### config.mk
export PLATFORM = sky130hd
export DESIGN_NAME = sevenseg_digit_scanner
export DESIGN_NICKNAME = d
export VERILOG_FILES = /design/src/rtl/sevenseg_digit_scanner_pkg.sv /design/src/rtl/sevenseg_digit_scanner_prescaler.sv /design/src/rtl/sevenseg_digit_scanner.sv
export SDC_FILE = /design/constraint.sdc
export NUM_CORES = 1
export LEC_CHECK = 0
export BUFFER_PORTS_ARGS = -buffer_cell sky130_fd_sc_hd__buf_4
export CORE_MARGIN = 1
export CORE_UTILIZATION = 55
export DETAILED_ROUTE_END_ITERATION = 7
export MAX_ROUTING_LAYER = met4
export PLACE_DENSITY_LB_ADDON = 0.12
export SLEW_MARGIN = 20
export SYNTH_ARGS = -nofsm -noshare
export SYNTH_HDL_FRONTEND = slang
export SYNTH_HIERARCHICAL = 1
export SYNTH_SLANG_ARGS = --single-unit
### constraint.sdc
create_clock -name Clk -period 2.97 [get_ports Clk]
set_clock_uncertainty 0.15 [all_clocks]
set_input_delay 0.1485 -clock Clk [delete_from_list [all_inputs] [get_ports Clk]]
set_output_delay 0.1485 -clock Clk [all_outputs]
set_load 0.1 [all_outputs]
### src/rtl/sevenseg_digit_scanner_pkg.sv
// Shared constants for the seven-segment digit scanner.
// Anodes and the decimal point are active low.
package sevenseg_digit_scanner_pkg;

   localparam int unsigned DefRefreshDiv  = 100000;
   localparam int unsigned DefGuardCycles = 2;

   localparam logic AnodeOff = 1'b1;
   localparam logic DpOff    = 1'b1;

endpackage

### src/rtl/sevenseg_digit_scanner_prescaler.sv
// Slot prescaler: counts 0..Div-1 while enabled, holds otherwise.
// tick_o flags the edge on which the count wraps.
module sevenseg_digit_scanner_prescaler
   import sevenseg_digit_scanner_pkg::*;
#(
   parameter int unsigned Div = DefRefreshDiv,
   localparam int unsigned CntW = (Div > 1) ? $clog2(Div) : 1
) (
   input  logic            clk_i,
   input  logic            rst_i,
   input  logic            en_i,
   output logic [CntW-1:0] count_o,
   output logic            tick_o
);

   logic [CntW-1:0] count_q, count_d;

   assign tick_o  = en_i && (count_q == CntW'(Div - 1));
   assign count_o = count_q;

   always_comb begin
      count_d = count_q;
      if (en_i) begin
         count_d = tick_o ? '0 : count_q + 1'b1;
      end
   end

   always_ff @(posedge clk_i or posedge rst_i) begin
      if (rst_i) begin
         count_q <= '0;
      end else begin
         count_q <= count_d;
      end
   end

endmodule

### src/rtl/sevenseg_digit_scanner.sv
// Time-multiplexed scan controller for a common-anode hex display with
// guard blanking, per-digit blank/DP and leading-zero suppression.
module sevenseg_digit_scanner
   import sevenseg_digit_scanner_pkg::*;
#(
   parameter int unsigned NUM_DIGITS   = 4,
   parameter int unsigned REFRESH_DIV  = DefRefreshDiv,
   parameter int unsigned GUARD_CYCLES = DefGuardCycles,
   localparam int unsigned SelW = $clog2(NUM_DIGITS),
   localparam int unsigned CntW = $clog2(REFRESH_DIV)
) (
   input  logic                    Clk,
   input  logic                    Reset,
   input  logic                    Enable,
   input  logic [4*NUM_DIGITS-1:0] Value,
   input  logic [NUM_DIGITS-1:0]   Blank,
   input  logic [NUM_DIGITS-1:0]   DPIn,
   input  logic                    LZSuppress,
   output logic [3:0]              HexVal,
   output logic [NUM_DIGITS-1:0]   An,
   output logic                    DP,
   output logic [SelW-1:0]         DigitSel,
   output logic                    ScanTick
);

   logic [CntW-1:0] cnt;
   logic            wrap;

   sevenseg_digit_scanner_prescaler #(
      .Div(REFRESH_DIV)
   ) u_prescaler (
      .clk_i  (Clk),
      .rst_i  (Reset),
      .en_i   (Enable),
      .count_o(cnt),
      .tick_o (wrap)
   );

   logic [SelW-1:0]             digit_q, digit_d;
   logic                        tick_q;
   logic [NUM_DIGITS-1:0][3:0]  value_q;
   logic [NUM_DIGITS-1:0]       blank_q, dpsnap_q;
   logic                        lz_q;
   logic                        load_pend_q;
   logic                        frame_load;
   logic [NUM_DIGITS-1:0]       supp;
   logic                        zero_above;
   logic                        lit;
   logic [NUM_DIGITS-1:0]       an_q, an_d;
   logic                        dp_q, dp_d;
   logic [3:0]                  hex_q, hex_d;

   // The first edge after reset also loads a frame so the display lights
   // in the very first slot instead of waiting a whole frame.
   assign frame_load = load_pend_q || (wrap && (digit_q == SelW'(NUM_DIGITS - 1)));

   always_comb begin
      digit_d = digit_q;
      if (wrap) begin
         digit_d = (digit_q == SelW'(NUM_DIGITS - 1)) ? '0 : digit_q + 1'b1;
      end
   end

   always_comb begin
      supp       = '0;
      zero_above = lz_q;
      for (int i = NUM_DIGITS - 1; i >= 1; i--) begin
         zero_above = zero_above && (value_q[i] == 4'h0);
         supp[i]    = zero_above;
      end
   end

   always_comb begin
      lit = Enable && (cnt >= CntW'(GUARD_CYCLES)) && !blank_q[digit_q] && !supp[digit_q];
      an_d = {NUM_DIGITS{AnodeOff}};
      if (lit) begin
         an_d[digit_q] = ~AnodeOff;
      end
      dp_d  = (lit && dpsnap_q[digit_q]) ? ~DpOff : DpOff;
      hex_d = value_q[digit_q];
   end

   always_ff @(posedge Clk or posedge Reset) begin
      if (Reset) begin
         digit_q     <= '0;
         tick_q      <= 1'b0;
         value_q     <= '0;
         blank_q     <= '1;
         dpsnap_q    <= '0;
         lz_q        <= 1'b0;
         load_pend_q <= 1'b1;
         an_q        <= {NUM_DIGITS{AnodeOff}};
         dp_q        <= DpOff;
         hex_q       <= 4'h0;
      end else begin
         digit_q     <= digit_d;
         tick_q      <= wrap;
         load_pend_q <= 1'b0;
         if (frame_load) begin
            value_q  <= Value;
            blank_q  <= Blank;
            dpsnap_q <= DPIn;
            lz_q     <= LZSuppress;
         end
         an_q  <= an_d;
         dp_q  <= dp_d;
         hex_q <= hex_d;
      end
   end

   assign HexVal   = hex_q;
   assign An       = an_q;
   assign DP       = dp_q;
   assign DigitSel = digit_q;
   assign ScanTick = tick_q;

endmodule

# [Yosys cells after proc, flatten, opt, wreduce, memory -nomap -nowiden]
# Cells that the tools add are included.
[word_totals] regBits=55 input_bits=28 wordCells=52
[classes] n_reduce_logical=16 order_cmp=3 add_sub_neg=2 bitwise_logic=1 muxes=14 n_eq_ne=2
[ops] cell="$add 17x1->17 const B" count=1
[ops] cell="$eq 17x17->1 const B" count=1
[ops] cell="$ge 17x2->1 const B" count=1
[ops] cell="$mux 17" count=1
[ops] cell="$logic_not 4->1" count=3
[ops] cell="$logic_and 1x1->1" count=10
[ops] cell="$bmux 4 s2" count=1
[ops] cell="$mux 4" count=2
[ops] cell="$bmux 1 s2" count=3
[ops] cell="$mux 1" count=5
[ops] cell="$not 4->4" count=1
[ops] cell="$lt 2x3->1 const B" count=1
[ops] cell="$add 2x1->2 const B" count=1
[ops] cell="$demux 1 s2" count=1
[ops] cell="$eq 2x2->1 const B" count=1
[ops] cell="$ge 2x1->1 const B" count=1
[ops] cell="$logic_not 1->1" count=2
[ops] cell="$mux 2" count=1
[ops] cell="$logic_or 1x1->1" count=1

# [Depth between registers and ports, before layout]
[logic_depth] depth_word=10 ltp_mapped=6

# [Modules after synthesis]
# Netlist, hierarchy kept.
[modules_own_cells] module="sevenseg_digit_scanner" n_inst=1 area_per_inst_um2=1636.6 cells_per_inst=104
[modules_own_cells] module="sevenseg_digit_scanner_prescaler" n_inst=1 area_per_inst_um2=835.8 cells_per_inst=79

# [Worst setup path before layout]
# OpenSTA, ideal clock, no wires.
[synth_timing] path_kind="flip-flop to flip-flop" from="register u_prescaler.count_q[13] (netlist: u_prescaler/count_o[13])" to="register dpsnap_q[0]" setup_slack_ns=0.632 t_arrival_ns=2.063 period_less_slack_ns=2.338 stages_incl_launch_ff=6 setup_time_ns=0.125 required_ns=2.695 n_path_buf=1 cell_sequence="dfrtp_1 -> or4_4 -> nor4_4 -> a21oi_2 -> buf_2 -> mux2_2"
[synth_via] elab_chain_len=4
[synth_lines] element="start: declaration" line="sevenseg_digit_scanner_prescaler.sv:16" text="logic [CntW-1:0] count_q, count_d;"
[synth_lines] element="start signal: assignment" line="sevenseg_digit_scanner_prescaler.sv:32" text="count_q <= count_d;"
[synth_lines] element="$eq 17x17->1" line="sevenseg_digit_scanner_prescaler.sv:18" text="assign tick_o = en_i && (count_q == CntW'(Div - 1));"
[synth_lines] element="$logic_and 1x1->1" line="sevenseg_digit_scanner_prescaler.sv:18"
[synth_lines] element="net wrap" line="sevenseg_digit_scanner.sv:27" text="logic wrap;"
[synth_lines] element="$logic_and 1x1->1" line="sevenseg_digit_scanner.sv:55" text="assign frame_load = load_pend_q || (wrap && (digit_q == SelW'(NUM_DIGITS - 1)));"
[synth_lines] element="$logic_or 1x1->1" line="sevenseg_digit_scanner.sv:55"
[synth_lines] element="end signal: assignment" line="sevenseg_digit_scanner.sv:102" text="dpsnap_q <= DPIn;"
[synth_lines] element="end: declaration" line="sevenseg_digit_scanner.sv:42" text="logic [NUM_DIGITS-1:0] blank_q, dpsnap_q;"
# The timed path passes the listed nets, and every way through them passes these cells.
# A chain may end at the register's enable or synchronous reset.

# [Worst setup path in the final report]
[layout_timing] from="register u_prescaler.count_q[1] (netlist: u_prescaler/count_o[1])" to="register value_q[9] in the netlist's numbering"
[layout_via] elab_chain_len=4
[layout_lines] element="$eq 17x17->1" line="sevenseg_digit_scanner_prescaler.sv:18"
[layout_lines] element="$logic_and 1x1->1" line="sevenseg_digit_scanner_prescaler.sv:18"
[layout_lines] element="net wrap" line="sevenseg_digit_scanner.sv:27"
[layout_lines] element="$logic_and 1x1->1" line="sevenseg_digit_scanner.sv:55"
[layout_lines] element="$logic_or 1x1->1" line="sevenseg_digit_scanner.sv:55"
[layout_lines] element="end signal: assignment" line="sevenseg_digit_scanner.sv:100" text="value_q <= Value;"
[layout_lines] element="end: declaration" line="sevenseg_digit_scanner.sv:41" text="logic [NUM_DIGITS-1:0][3:0] value_q;"
# The timed path passes the listed nets, and every way through them passes these cells.

==> qor.csv <==
stage;metric;value;unit
setup_path;worst-path-max-fanout;25;
synth;ys_types;34;
setup_path;crit_start;u_prescaler/count_o[1]$_DFFE_PP0P_;
synth;async_reset_ff_share;100.0;%
synth;synth_edf_count;0;
power_and_ir_drop;vdd_drop_max;0.0003347;V
placement;placed_cells_incl_taps;272;
setup_path;r2r_start;u_prescaler/count_o[1]$_DFFE_PP0P_;
sta;fmax;0.4761;GHz
synth;synth_nets;216;
routing;vias_per_cell;5.642;
layout;final_common_cell;dfrtp_1;
layout;layout_common_cells;dfrtp_1 (45), buf_4 (42), dlygate4sd3_1 (27);
sta;period_share;70.72;%
worst_hold_path;hold_path.class;input pin to async pin;
placement;dpl_worst_slack;0.8742;ns
global_routing;gr-total-overflow;0;
setup_path;crit_arrival;2.14;ns
job;drv_cap;0;
layout;fin_cells;307;
global_routing;grt_pass1_wl;8.535;mm
global_routing;grt_max_degree;39;
synth;synth_top_flop_cell;dfrtp_1;
routing;drc;0;
global_routing;met2_usage;36.79;%
setup_path;worstSetupStartpointType;flop;
synth;ys_ff_latch;55;
clock_tree;cts_tree;built;
clock_tree;clk_pin_slew_worst_paths;0.09;ns
clock_tree;ctsResizeCount;0;
clock_tree;clock_latency;0.30;ns
sta;holdWs;0.3492;ns
floorplanning;pin_count;40;
routing;num_vias;1732;
synth;ys_seq_area_share;56.17;%
layout;nNetsFinal;287;
sta;setup_tns;0;ns
power_and_ir_drop;seq_power_share;56.1;%
sta;setup_ws;0.8695;ns
sta;period_needed;2.100;ns
setup_path;required;3.01;ns
power_and_ir_drop;power.leakage;1.398;nW
global_routing;antenna_found_initial;0;
synth;yosysWarnings;6;
routing;wl_per_cell;16.03;um
routing;wirelength;4.922;mm
layout;nFillCells;294;
floorplanning;die_y;69.05;um
global_routing;use_met3;5.263;%
setup_path;critPathKind;flop to flop;
clock_tree;root_buffer;clkbuf_8;
power_and_ir_drop;p_clk_share;25.3;%
routing;drt_iter0_drc;151;
global_routing;busiest_layer;met2;
placement;hpwl;3.293;mm
placement;port_buffers;39;
sta;timing_worst_slew_pin_value;0.6548;ns
layout;drive_gt1_share;38.82;%
power_and_ir_drop;p_sw_share;28.50;%
sta;slew_viol_final;0;
global_routing;grt_pass1_vias;1765;
power_and_ir_drop;power.switching;0.0004670;W
global_routing;track_usage;23.22;%
sta;relSlewSlack;56.30;%
floorplanning;placementRows;24;
layout;antenna_cells;0;
clock_tree;cts_buffers;5;
setup_path;cp-end-kind;flop;
layout;post-route-util;73.55;%
clock_tree;cts_buffer_depth;2;
layout;area_growth;28.64;%
synth;syn_area;0.002472;mm^2
global_routing;met1_usage;30.61;%
synth;syn_inst;183;
floorplanning;die_width;69.05;um
routing;ant_nets;0;
floorplanning;initial_core_util;57.18;%
power_and_ir_drop;p_per_area;515.1;mW/mm^2
synth;avgSynthCellArea;13.51;um^2
clock_tree;cts-htree-levels;2;
floorplanning;die_area;0.004767;mm^2
floorplanning;core-area;0.004324;mm^2
power_and_ir_drop;p_comb_share;18.6;%
sta;hold_viol;0;
clock_tree;cts_sinks;55;
placement;gp_congestion;0.8705;
routing;drt_pass1_iterations;4;
sta;rsz0062_at_grt;no;
power_and_ir_drop;internal-power;0.001171;W
sta;setup-violations-final;0;
run_status;status;completed;
through the flow:
stage	cell area [um^2]	total power (W)
2_1_floorplan	2472	0.001118
3_3_place_gp	2820	0.001193
3_5_place_dp	2820	0.001208
6_report	3181	0.001638
4_1_cts	3181	0.001643
5_1_grt	3181	0.001718
metal layers:
layer / wire length (um) / up-vias
li1: - / 810
met1: 2179 / 863
met2: 2495 / 53
met3: 195 / 6
met4: 51 / 0
met5: 0 / -
worst max-delay path, cell delays in order, from the launching register on:
cell and delay (ns):
dfrtp_1 0.42, ha_1 0.25, nand4_1 0.21, nor4_4 0.33, a21oi_2 0.08, buf_4 0.24, mux2_2 0.31
cells by family after synthesis:
logic type      after synthesis  share of synthesized area (%)
compound gates                7                          2.075
xor+xnor                     15                          5.314
buf+inv                      12                          2.378
fa+ha+maj                     5                          2.530
simple gates                 57                          14.37
other cells                   1                         0.1517
mux                          31                          17.00
flops                        55                          56.17
sequential cells by signal, summed over array words and instances (netlist names), 2 cells and up:
| signal | count |
|---|---|
| value_q | 16 |
| dpsnap_q | 4 |
| blank_q | 4 |
| u_prescaler/count_o | 17 |
| An | 4 |
| HexVal | 4 |
| DigitSel | 2 |
path summary, 6_finish.rpt:
kind                                                           end  slack [ns]  depth (start not counted)
worst max-delay path                        value_q[9]$_DFFE_PP0P_        0.87                          6
min in group Clk                           dpsnap_q[0]$_DFFE_PP0P_        0.36                          1
worst min-delay path            u_prescaler/count_o[9]$_DFFE_PP0P_        0.35                          3
worst min register to register             dpsnap_q[0]$_DFFE_PP0P_        0.36                          1
worst max register to register              value_q[9]$_DFFE_PP0P_        0.87                          6
max in group asynchronous       u_prescaler/count_o[1]$_DFFE_PP0P_        1.91                          3
final cells by class:
class                   count  area, um^2  area share, %
flip-flops and latches     55        1389          43.67
multi-input cells         116        1025          32.22
repair buffers             69       585.6          18.41
clock buffers               7       86.33          2.714
well taps                  52       65.06          2.046
inverters                   7       26.28         0.8261
clock inverters             1       3.754         0.1180
power groups by stage:
| stage | clock network [W] | logic, W | registers (W) |
|---|---|---|---|
| final | 0.000415 | 0.000305 | 0.000918 |
| after global routing | 0.000454 | 0.000330 | 0.000934 |
| after CTS | 0.000420 | 0.000307 | 0.000917 |
| after detailed placement | 0 | 0.000277 | 0.000931 |
| after global placement | 0 | 0.000268 | 0.000925 |
| after floorplan | 0 | 0.000156 | 0.000962 |
synth_stat cells (2+ instances only):
cell,instances,share of area (%)
nor3_1,2,0.40
nor4_1,9,2.3
buf_2,3,0.61
dfstp_2,10,11
xor2_1,6,2.1
ha_1,5,2.5
nor2_1,11,1.7
dfrtp_1,45,46
mux2_2,25,11
nand4_1,12,3.0
nand3_1,6,1.2
inv_1,7,1.1
nand2b_1,2,0.51
nand2_1,5,0.76
o21ai_0,2,0.40
a21oi_2,2,0.71
xnor2_1,9,3.2
mux4_2,5,4.6
or4_4,2,0.91
repair_timing:
action | in CTS | in global routing
hold endpoints to repair | 76 | 0
buffers inserted | 0 | 0
hold buffers | 27 | 0
No activity file was read; power rests on OpenSTA's default activity.
